[src/rtl/gray_sweep_ctrl.sv]
// gray_sweep_ctrl: sweeps a binary code range (lo..hi, up or down, modulo
// 2^WIDTH), holds each code for HOLD cycles and presents the binary code with
// its Gray equivalent. Drives and self-checks the binary-to-Gray datapath.
// Optional macro GRAY_CHECK_EN adds a sticky single-bit-step checker on err;
// without it err is tied low.
module gray_sweep_ctrl #(
  parameter int WIDTH = 4,
  parameter int HOLD  = 20
) (
  input  logic             clk,
  input  logic             rst,
  input  logic             start,
  input  logic             up,
  input  logic [WIDTH-1:0] lo,
  input  logic [WIDTH-1:0] hi,
  input  logic             abort,
  output logic [WIDTH-1:0] bin_out,
  output logic [WIDTH-1:0] gray_out,
  output logic             valid,
  output logic             busy,
  output logic             done,
  output logic [WIDTH:0]   code_cnt,
  output logic             err
);

  // Hold counter needs at least one bit even when HOLD is 1.
  localparam int              HW        = (HOLD > 1) ? $clog2(HOLD) : 1;
  localparam logic [HW-1:0]   HOLD_LAST = HW'(HOLD - 1);

  typedef enum logic [1:0] {
    ST_IDLE,
    ST_HOLD,
    ST_STEP,
    ST_DONE
  } state_t;

  state_t             r_state, w_nextState;
  logic [HW-1:0]      r_holdCnt, w_nextHoldCnt;
  logic               r_up, w_nextUp;
  logic [WIDTH-1:0]   r_end, w_nextEnd;
  logic [WIDTH-1:0]   r_bin, w_nextBin;
  logic [WIDTH-1:0]   r_gray, w_nextGray;
  logic               r_valid, w_nextValid;
  logic               r_done, w_nextDone;
  logic [WIDTH:0]     r_cnt, w_nextCnt;

  logic [WIDTH-1:0]   w_startCode;
  logic [WIDTH-1:0]   w_stepBin;
  logic [WIDTH-1:0]   w_stepGray;

  function automatic logic [WIDTH-1:0] toGray(input logic [WIDTH-1:0] b);
    return b ^ (b >> 1);
  endfunction

  // The first code of a sweep depends on direction; the next code wraps
  // naturally through the WIDTH-bit adder.
  assign w_startCode = up ? lo : hi;
  assign w_stepBin   = r_up ? (r_bin + 1'b1) : (r_bin - 1'b1);
  assign w_stepGray  = toGray(w_stepBin);

  // Next-state and next-output decode for the sweep sequencer
  always_comb begin
    w_nextState   = r_state;
    w_nextHoldCnt = r_holdCnt;
    w_nextUp      = r_up;
    w_nextEnd     = r_end;
    w_nextBin     = r_bin;
    w_nextGray    = r_gray;
    w_nextValid   = 1'b0;
    w_nextDone    = 1'b0;
    w_nextCnt     = r_cnt;

    case (r_state)
      ST_IDLE: begin
        if (start) begin
          w_nextUp      = up;
          w_nextEnd     = up ? hi : lo;
          w_nextBin     = w_startCode;
          w_nextGray    = toGray(w_startCode);
          w_nextValid   = 1'b1;
          w_nextCnt     = (WIDTH+1)'(1);
          w_nextHoldCnt = '0;
          w_nextState   = ST_HOLD;
        end
      end
      ST_HOLD: begin
        if (abort) begin
          w_nextState = ST_IDLE;
        end else if (r_holdCnt == HOLD_LAST) begin
          w_nextHoldCnt = '0;
          if (r_bin == r_end) begin
            w_nextDone  = 1'b1;
            w_nextState = ST_DONE;
          end else begin
            w_nextState = ST_STEP;
          end
        end else begin
          w_nextHoldCnt = r_holdCnt + 1'b1;
        end
      end
      ST_STEP: begin
        if (abort) begin
          w_nextState = ST_IDLE;
        end else begin
          w_nextBin   = w_stepBin;
          w_nextGray  = w_stepGray;
          w_nextValid = 1'b1;
          w_nextCnt   = r_cnt + 1'b1;
          w_nextState = ST_HOLD;
        end
      end
      ST_DONE: begin
        w_nextState = ST_IDLE;
      end
      default: begin
        w_nextState = ST_IDLE;
      end
    endcase
  end

  // State and output registers with synchronous reset
  always_ff @(posedge clk) begin
    if (rst) begin
      r_state   <= ST_IDLE;
      r_holdCnt <= '0;
      r_up      <= 1'b0;
      r_end     <= '0;
      r_bin     <= '0;
      r_gray    <= '0;
      r_valid   <= 1'b0;
      r_done    <= 1'b0;
      r_cnt     <= '0;
    end else begin
      r_state   <= w_nextState;
      r_holdCnt <= w_nextHoldCnt;
      r_up      <= w_nextUp;
      r_end     <= w_nextEnd;
      r_bin     <= w_nextBin;
      r_gray    <= w_nextGray;
      r_valid   <= w_nextValid;
      r_done    <= w_nextDone;
      r_cnt     <= w_nextCnt;
    end
  end

`ifdef GRAY_CHECK_EN
  logic [WIDTH-1:0] w_grayDelta;
  logic             w_grayBad;
  logic             r_err;

  // A legal Gray step changes exactly one bit: delta non-zero and a power of two.
  assign w_grayDelta = w_stepGray ^ r_gray;
  assign w_grayBad   = (w_grayDelta == '0) ||
                       ((w_grayDelta & (w_grayDelta - 1'b1)) != '0);

  // Sticky adjacency flag: cleared by an accepted start, set by a bad step
  always_ff @(posedge clk) begin
    if (rst) begin
      r_err <= 1'b0;
    end else if ((r_state == ST_IDLE) && start) begin
      r_err <= 1'b0;
    end else if ((r_state == ST_STEP) && !abort && w_grayBad) begin
      r_err <= 1'b1;
    end
  end

  assign err = r_err;
`else
  assign err = 1'b0;
`endif

  assign bin_out  = r_bin;
  assign gray_out = r_gray;
  assign valid    = r_valid;
  assign done     = r_done;
  assign code_cnt = r_cnt;
  assign busy     = (r_state == ST_HOLD) || (r_state == ST_STEP);

endmodule

[config.mk]
export PLATFORM = sky130hd
export DESIGN_NAME = gray_sweep_ctrl
export DESIGN_NICKNAME = d
export VERILOG_FILES = /design/src/rtl/gray_sweep_ctrl.sv
export SDC_FILE = /design/constraint.sdc
export NUM_CORES = 1
export LEC_CHECK = 0
export CORE_ASPECT_RATIO = 0.9
export CORE_UTILIZATION = 27
export CTS_BUF_LIST = sky130_fd_sc_hd__clkbuf_4 sky130_fd_sc_hd__clkbuf_8 sky130_fd_sc_hd__clkbuf_16
export DETAILED_ROUTE_END_ITERATION = 12
export HOLD_SLACK_MARGIN = 0.12
export PLACE_DENSITY = 0.43
export SETUP_SLACK_MARGIN = 0.3
export SYNTH_ARGS = -nofsm -noshare
export SYNTH_HDL_FRONTEND = slang
export SYNTH_SLANG_ARGS = --single-unit
[constraint.sdc]
create_clock -name clk -period 4.2 [get_ports clk]
set_input_delay 1.05 -clock clk [delete_from_list [all_inputs] [get_ports clk]]
set_output_delay 1.05 -clock clk [all_outputs]
set_load 0.02 [all_outputs]
==> results of run 1 <==
-- worst paths after layout --
| path | endpoint | cells after the start | slack [ns] |
|---|---|---|---|
| worst max-delay path | gray_out[2]$_SDFFE_PP0P_ | 5 | 1.44 |
| worst min-delay path | gray_out[0]$_SDFFE_PP0P_ | 2 | 0.46 |
| worst max register to register | gray_out[2]$_SDFFE_PP0P_ | 6 | 1.86 |
| worst min register to register | gray_out[0]$_SDFFE_PP0P_ | 2 | 0.46 |
-- tightest hold or removal path, delay by kind of cell (launching register included) --
| kind | cells | cell delay, ns |
|---|---|---|
| compound gates | 1 | 0.05 |
| flops | 1 | 0.32 |
| simple gates | 1 | 0.05 |
-- cells in the mapped netlist --
cell and instances:
a311oi_1 2, xor2_1 11, o31ai_1 1, ha_1 8
a21oi_1 9, nand3_1 5, and2_4 1, o211a_1 1
conb_1 1, and2b_1 3, o21a_1 1, o21ai_0 6
and3_2 1, a31oi_1 1, a21boi_0 1, nand4_1 1
nor3_1 3, nor2b_1 3, nand4bb_1 1, clkbuf_1 4
a32o_1 1, xnor2_1 3, o2bb2ai_1 1, a22oi_1 1
o21ai_1 1, nand3_2 1, nand2_1 15, buf_2 2
dfxtp_1 26, a211o_1 1, and2_1 3, buf_4 3
mux2i_1 12, nand2b_1 2, and3_1 1, a41oi_1 2
inv_1 5, nor2_1 17, xor3_1 1, a2111oi_2 1
fa_1 1, o2111ai_1 2, a211oi_1 6, o211ai_1 3
-- power by group through the flow --
stage          Combinational (mW)  Clock (mW)  Sequential (mW)
2_1_floorplan               0.166           0            0.305
3_3_place_gp                0.251           0            0.295
3_5_place_dp                0.250           0            0.296
4_1_cts                     0.252       0.149            0.290
5_1_grt                     0.275       0.163            0.294
6_report                    0.250       0.140            0.289
-- per-stage QoR --
step	utilization, %	area [sq um]	instances	worst slack [ns]	hold WS [ns]
after global routing	35.6	1910	265	1.32	0.500
final	35.6	1910	265	1.44	0.460
after detailed placement	34.8	1870	262	1.17	0.452
after CTS	35.6	1910	265	1.45	0.465
after floorplan	-	1550	175	2.09	0.451
after global placement	34.8	1870	262	1.24	0.468
-- flip-flops by register name (all words and copies together), names as in the netlist --
name and flops:
bin_out 4, code_cnt 5, done 1, gray_out 3
r_end 4, r_holdCnt 5, r_state 2, r_up 1
valid 1
-- cell type report --
type                    instances  area share, %
multi-input cells             135           50.3
flip-flops and latches         26           27.2
repair buffers                 29           15.0
well taps                      67           4.38
clock buffers                   3           2.16
inverters                       5          0.980
-- logic make-up (layout without fill, tap and decap cells) --
| kind of cell | after synthesis | after routing | synth area share [%] |
|---|---|---|---|
| simple gates | 57 | 57 | 18.3 |
| compound gates | 41 | 41 | 18.7 |
| flops | 26 | 26 | 33.6 |
| xor+xnor | 15 | 15 | 9.45 |
| buf+inv | 14 | 37 | 4.28 |
| mux | 12 | 12 | 7.75 |
| fa+ha+maj | 9 | 9 | 7.75 |
| other cells | 1 | 1 | 0.242 |
-- metal layers --
| layer | GRT usage, % | vias to the layer above | wire, um |
|---|---|---|---|
| met5 | 0 | - | 0 |
| li1 | - | 672 | - |
| met4 | 2.34 | 0 | 19 |
| met2 | 19.7 | 31 | 1480 |
| met1 | 18.4 | 598 | 1960 |
| met3 | 3.35 | 2 | 153 |
==> key figures, run 1 <==
Logic synthesis
  • Yosys top cell area share: between 30% and 40%
  • Cell count after synthesis: 175
  • Mapped Area: roughly 1500 sq um
  • Cell variety after synth: 44
  • Ys Warns: 0
  • Synth area leaders: dfxtp_1, mux2i_1, ha_1, xor2_1, nor2_1
  • Seq/Total Area, Yosys: approximately a third
  • #FFs+latches synth: 26
  • Area leader, netlist: dfxtp_1
  • Avg Inst Size Synth: approximately 9 sq um
  • Syn nets: 197

Worst setup path
  • Crit path max-delay family: compound AO/OA/AOI/OAI gates
  • CP cell instances: clkdlybuf4s50_1 > and2b_1 > o21ai_1 > nor2_1 > a2111oi_2
  • CP Launch Point: abort
  • CP Max Fanout: 12
  • Critical path arrival: 2.93 ns
  • Worst setup EP type: register
  • CP Buf/Inv Count: 1
  • Crit path kind: input port to register
  • Startpoint Class: input port
  • Slowest-stage cell, CP: o21ai_1
  • Crit path largest cell delay: 0.66 ns
  • R2r startpoint: r_state[0]$_SDFFE_PP0P_
  • Worst path required time: ~4.4 ns

Clocking
  • Clk root buf: clkbuf_8
  • TritonCTS Buffers: 3
  • Clk buf depth: 2
  • Resized cells post-CTS: 0
  • Post-CTS setup buffer count: 0
  • Hold_buf cts: 0
  • H-tree levels: 1
  • Worst-Skew Late Latency: approximately 0.27 ns
  • Clock sinks: 26
  • CTS clk-pin slew, worst paths: 0.09 ns
  • CTS tree: done

Placement
  • PortBufs: 28
  • Gpl congestion: 0.757
  • DPL Wire Length: 2810 um

Timing
  • Worst slew margin: 46.9%
  • Minimum clock period: 2.76 ns
  • Final setup violation count: 0
  • RSZ-0062 raised after global routing: no
  • Fin. max-slew vios: 0
  • Least-Margin Pin Slew: 0.792 ns
  • Final hold vios: 0
  • F_max: 0.362 GHz
  • TNS Setup: 0 ns
  • Period utilization: 65.7%
  • Final Skew: 0.00303 ns

Floorplan
  • Core region area: 5380 sq um
  • Die height: around 74 um
  • # IOs: 30
  • Starting Density: 28.8%
  • Chip width: 81.8 um
  • Core Rows: 25
  • Die area: between 6000 and 7000 sq um

Global route
  • GRT Total Usage: 13.0%
  • Via count of the first global-routing pass: 1190
  • First-pass GRT wire length: 5870 um
  • Initial antenna violation count: 0
  • Pin count of the biggest net entering global routing: 15
  • Global route total overflow: 0

Detailed routing
  • DR pass1 iterations: 4
  • DR iter-0 viols: 57
  • Via count: 1303
  • DRC viols: 0
  • Vias per inst: a little under 5
  • Per-cell routed wire length: 13.6 um
  • Post-route ant nets: 0
  • Routed WL: 3610 um

Final layout
  • Proportion of layout cells with a drive suffix above 1: 4.04%
  • Antenna cells: 0
  • Area growth from synthesis to layout: 23.6%
  • Nets@finish: 222
  • Fillcell total: 574
  • Commonest non-fill, non-tap cell in the layout: clkdlybuf4s50_1
  • Multi-input logic area: 962 sq um
  • Most frequent cells in the layout: clkdlybuf4s50_1, dfxtp_1, nor2_1, nand2_1, mux2i_1
  • FF+latch area: 520 sq um

Pwr
  • Comb power frac: a little under two fifths
  • Total Power: between 600 and 700 uW
  • Maximum VDD drop: 0.123 mV
  • Pwr Density: 355 nW/um^2
  • Int Power: 450 uW
  • Net Sw Frac: 33.7%
  • Clock Power Share: 20.6%
  • Switching power: 229 uW
  • Leakage: 0.747 nW
  • Share of power burned in registers: a little over two fifths

Status
  • Outcome: complete, no violations

Worst hold path
  • Worst hold start: gray_out[0]$_SDFFE_PP0P_
  • Hold Path Class: register to register

Job
  • Maximum capacitance violations: 0
(Power assumes the default switching activity.)
==> inputs of run 2 (changes only) <==
- clock period: 4.2 -> 2.9 ns (I/O delays scaled with it)
==> run 2 against run 1 <==
Effect of this change:
- critical path type is now register to output pin
- design area rose by 1.5%
- clock power rose by 78%
- highest routed layer unchanged
- sequential share of layout area fell by 0.40 points
- combinational power rose by 46%
==> key figures, run 2 (same netlist as run 1, synthesis figures left out) <==
Floorplan
  • Starting Density: 28.8% (unchanged)
  • Die area: 6040 sq um (unchanged)
  • Chip width: 81.8 um (unchanged)
  • Core region area: 5380 sq um (unchanged)
  • # IOs: 30 (unchanged)
  • Die height: 73.9 um (unchanged)
  • Core Rows: 25 (unchanged)

Worst setup path
  • Worst setup EP type: output pin
  • Crit path largest cell delay: 0.59 ns (-0.07 ns)
  • CP cell instances: inv_1 > ha_1 > clkdlybuf4s50_1
  • Crit path kind: register to output pin
  • CP Max Fanout: 3 (-9)
  • Critical path arrival: 1.59 ns (-1.34 ns)
  • Slowest-stage cell, CP: clkdlybuf4s50_1
  • Worst path required time: 2.17 ns (-2.20 ns)
  • Crit path max-delay family: buffers and inverters
  • CP Buf/Inv Count: 2 (+1)
  • Startpoint Class: register

Final layout
  • Commonest non-fill, non-tap cell in the layout: clkdlybuf4s50_1
  • Multi-input logic area: 962 sq um (unchanged)
  • Most frequent cells in the layout: clkdlybuf4s50_1, dfxtp_1, nor2_1, nand2_1, mux2i_1
  • Fillcell total: 563 (-1.9%)
  • Proportion of layout cells with a drive suffix above 1: 5.47% (+1.4 points)
  • Final Cell Area: 1940 sq um (+1.5%)
  • FF+latch area: 520 sq um (unchanged)
  • Area growth from synthesis to layout: 25.4%
  • Nets@finish: 224 (+0.90%)
  • Antenna cells: 0 (unchanged)

Clocking
  • TritonCTS Buffers: 3 (unchanged)
  • Clk buf depth: 2 (unchanged)
  • Resized cells post-CTS: 0 (unchanged)
  • Post-CTS setup buffer count: 0 (unchanged)
  • CTS clk-pin slew, worst paths: 0.10 ns (about the same)
  • Worst-Skew Late Latency: 0.28 ns (about the same)
  • Clk root buf: clkbuf_8
  • Hold_buf cts: 0 (unchanged)
  • CTS tree: done
  • Clock sinks: 26 (unchanged)
  • H-tree levels: 1 (unchanged)

Detailed routing
  • Per-cell routed wire length: 13.5 um (-1.1%)
  • Routed WL: 3610 um (about the same)
  • DR iter-0 viols: 82 (+44%)
  • Vias per inst: 4.88 (-0.82%)
  • Via count: 1307 (+0.31%)
  • DR pass1 iterations: 4 (unchanged)
  • DRC viols: 0 (unchanged)
  • Post-route ant nets: 0 (unchanged)

Pwr
  • Maximum VDD drop: 0.245 mV (+100%)
  • Pwr Density: 532 nW/um^2 (+50%)
  • Leakage: 0.764 nW (+2.2%)

Job
  • Maximum capacitance violations: 0 (unchanged)

Timing
  • Minimum clock period: 2.32 ns
  • Final hold vios: 0 (unchanged)
  • TNS Setup: 0 ns (unchanged)
  • F_max: between 0.4 and 0.5 GHz
  • RSZ-0062 raised after global routing: no
  • Period utilization: 79.9%
  • Worst slew margin: 66.6% (+20 points)
  • Worst hold slack: 0.463 ns (+0.00321 ns)
  • Least-Margin Pin Slew: 0.499 ns (-0.293 ns)
  • Final Skew: 0.00469 ns (+0.00166 ns)
  • Final setup violation count: 0 (unchanged)
  • Fin. max-slew vios: 0 (unchanged)

Global route
  • Via count of the first global-routing pass: 1222 (+2.7%)
  • Global route total overflow: 0 (unchanged)
  • Initial antenna violation count: 0 (unchanged)
  • GRT Total Usage: 13.4% (+0.40 points)
  • Pin count of the biggest net entering global routing: 15 (unchanged)
  • First-pass GRT wire length: 6090 um (+3.9%)

Placement
  • Placed Area: 1890 sq um (+0.80%)
  • Gpl congestion: 0.767 (+1.4%)
  • PortBufs: 28 (unchanged)
  • DPL Wire Length: 2830 um (+0.60%)

Worst hold path
  • Hold Path Class: register to register

Status
  • Outcome: complete, no violations
run 2: changes by cell type in the layout (fill, tap and decap cells not counted):
cell / change
buf_4: +2
clkbuf_8: +1
run 2: final timing paths:
path | start | to | slack [ns] | cells after the start
setup / recovery | r_state[0]$_SDFFE_PP0P_ | busy | 0.58 | 3
hold / removal | gray_out[0]$_SDFFE_PP0P_ | gray_out[0]$_SDFFE_PP0P_ | 0.46 | 2
setup reg to reg | bin_out[0]$_SDFFE_PP0P_ | gray_out[2]$_SDFFE_PP0P_ | 0.71 | 4
hold reg to reg | gray_out[0]$_SDFFE_PP0P_ | gray_out[0]$_SDFFE_PP0P_ | 0.46 | 2
run 2: tightest hold or removal path: cells and delay by family, from the launching register on:
kind / cells / cell delay, ns
AO/OA/AOI/OAI: 1 / 0.05
flip-flops: 1 / 0.32
AND/OR/NAND/NOR: 1 / 0.05
run 2: layout make-up:
cell class / count / area share (%)
multi-input combinational: 135 / 49.5
timing repair buffer: 31 / 15.6
inverter: 5 / 0.966
tap: 67 / 4.31
sequential: 26 / 26.8
clock buffer: 4 / 2.83
run 2: per-stage QoR:
stage	util (%)	setup WS, ns	power (mW)	instances
floorplan	-	0.849	0.682	175
global placement	35.1	0.472	0.794	264
detailed placement	35.1	0.465	0.796	264
CTS	36.1	0.566	1.05	268
global route	36.1	0.501	1.10	268
finish	36.1	0.582	1.03	268
run 2: power breakdown:
| group | total [mW] | internal [mW] | leakage, nW | switching (mW) |
|---|---|---|---|---|
| clock network | 0.249 | 0.122 | 0.0288 | 0.128 |
| registers | 0.418 | 0.387 | 0.213 | 0.0313 |
| logic | 0.366 | 0.177 | 0.522 | 0.189 |
| total | 1.03 | 0.686 | 0.764 | 0.348 |
run 2: layer usage:
layer  track usage, %  wire (um)  vias to the layer above
li1                 -          -                      672
met3             3.11        160                        2
met2             20.1       1560                       30
met5                0          0                        -
met4             2.34         15                        0
met1             19.4       1880                      603
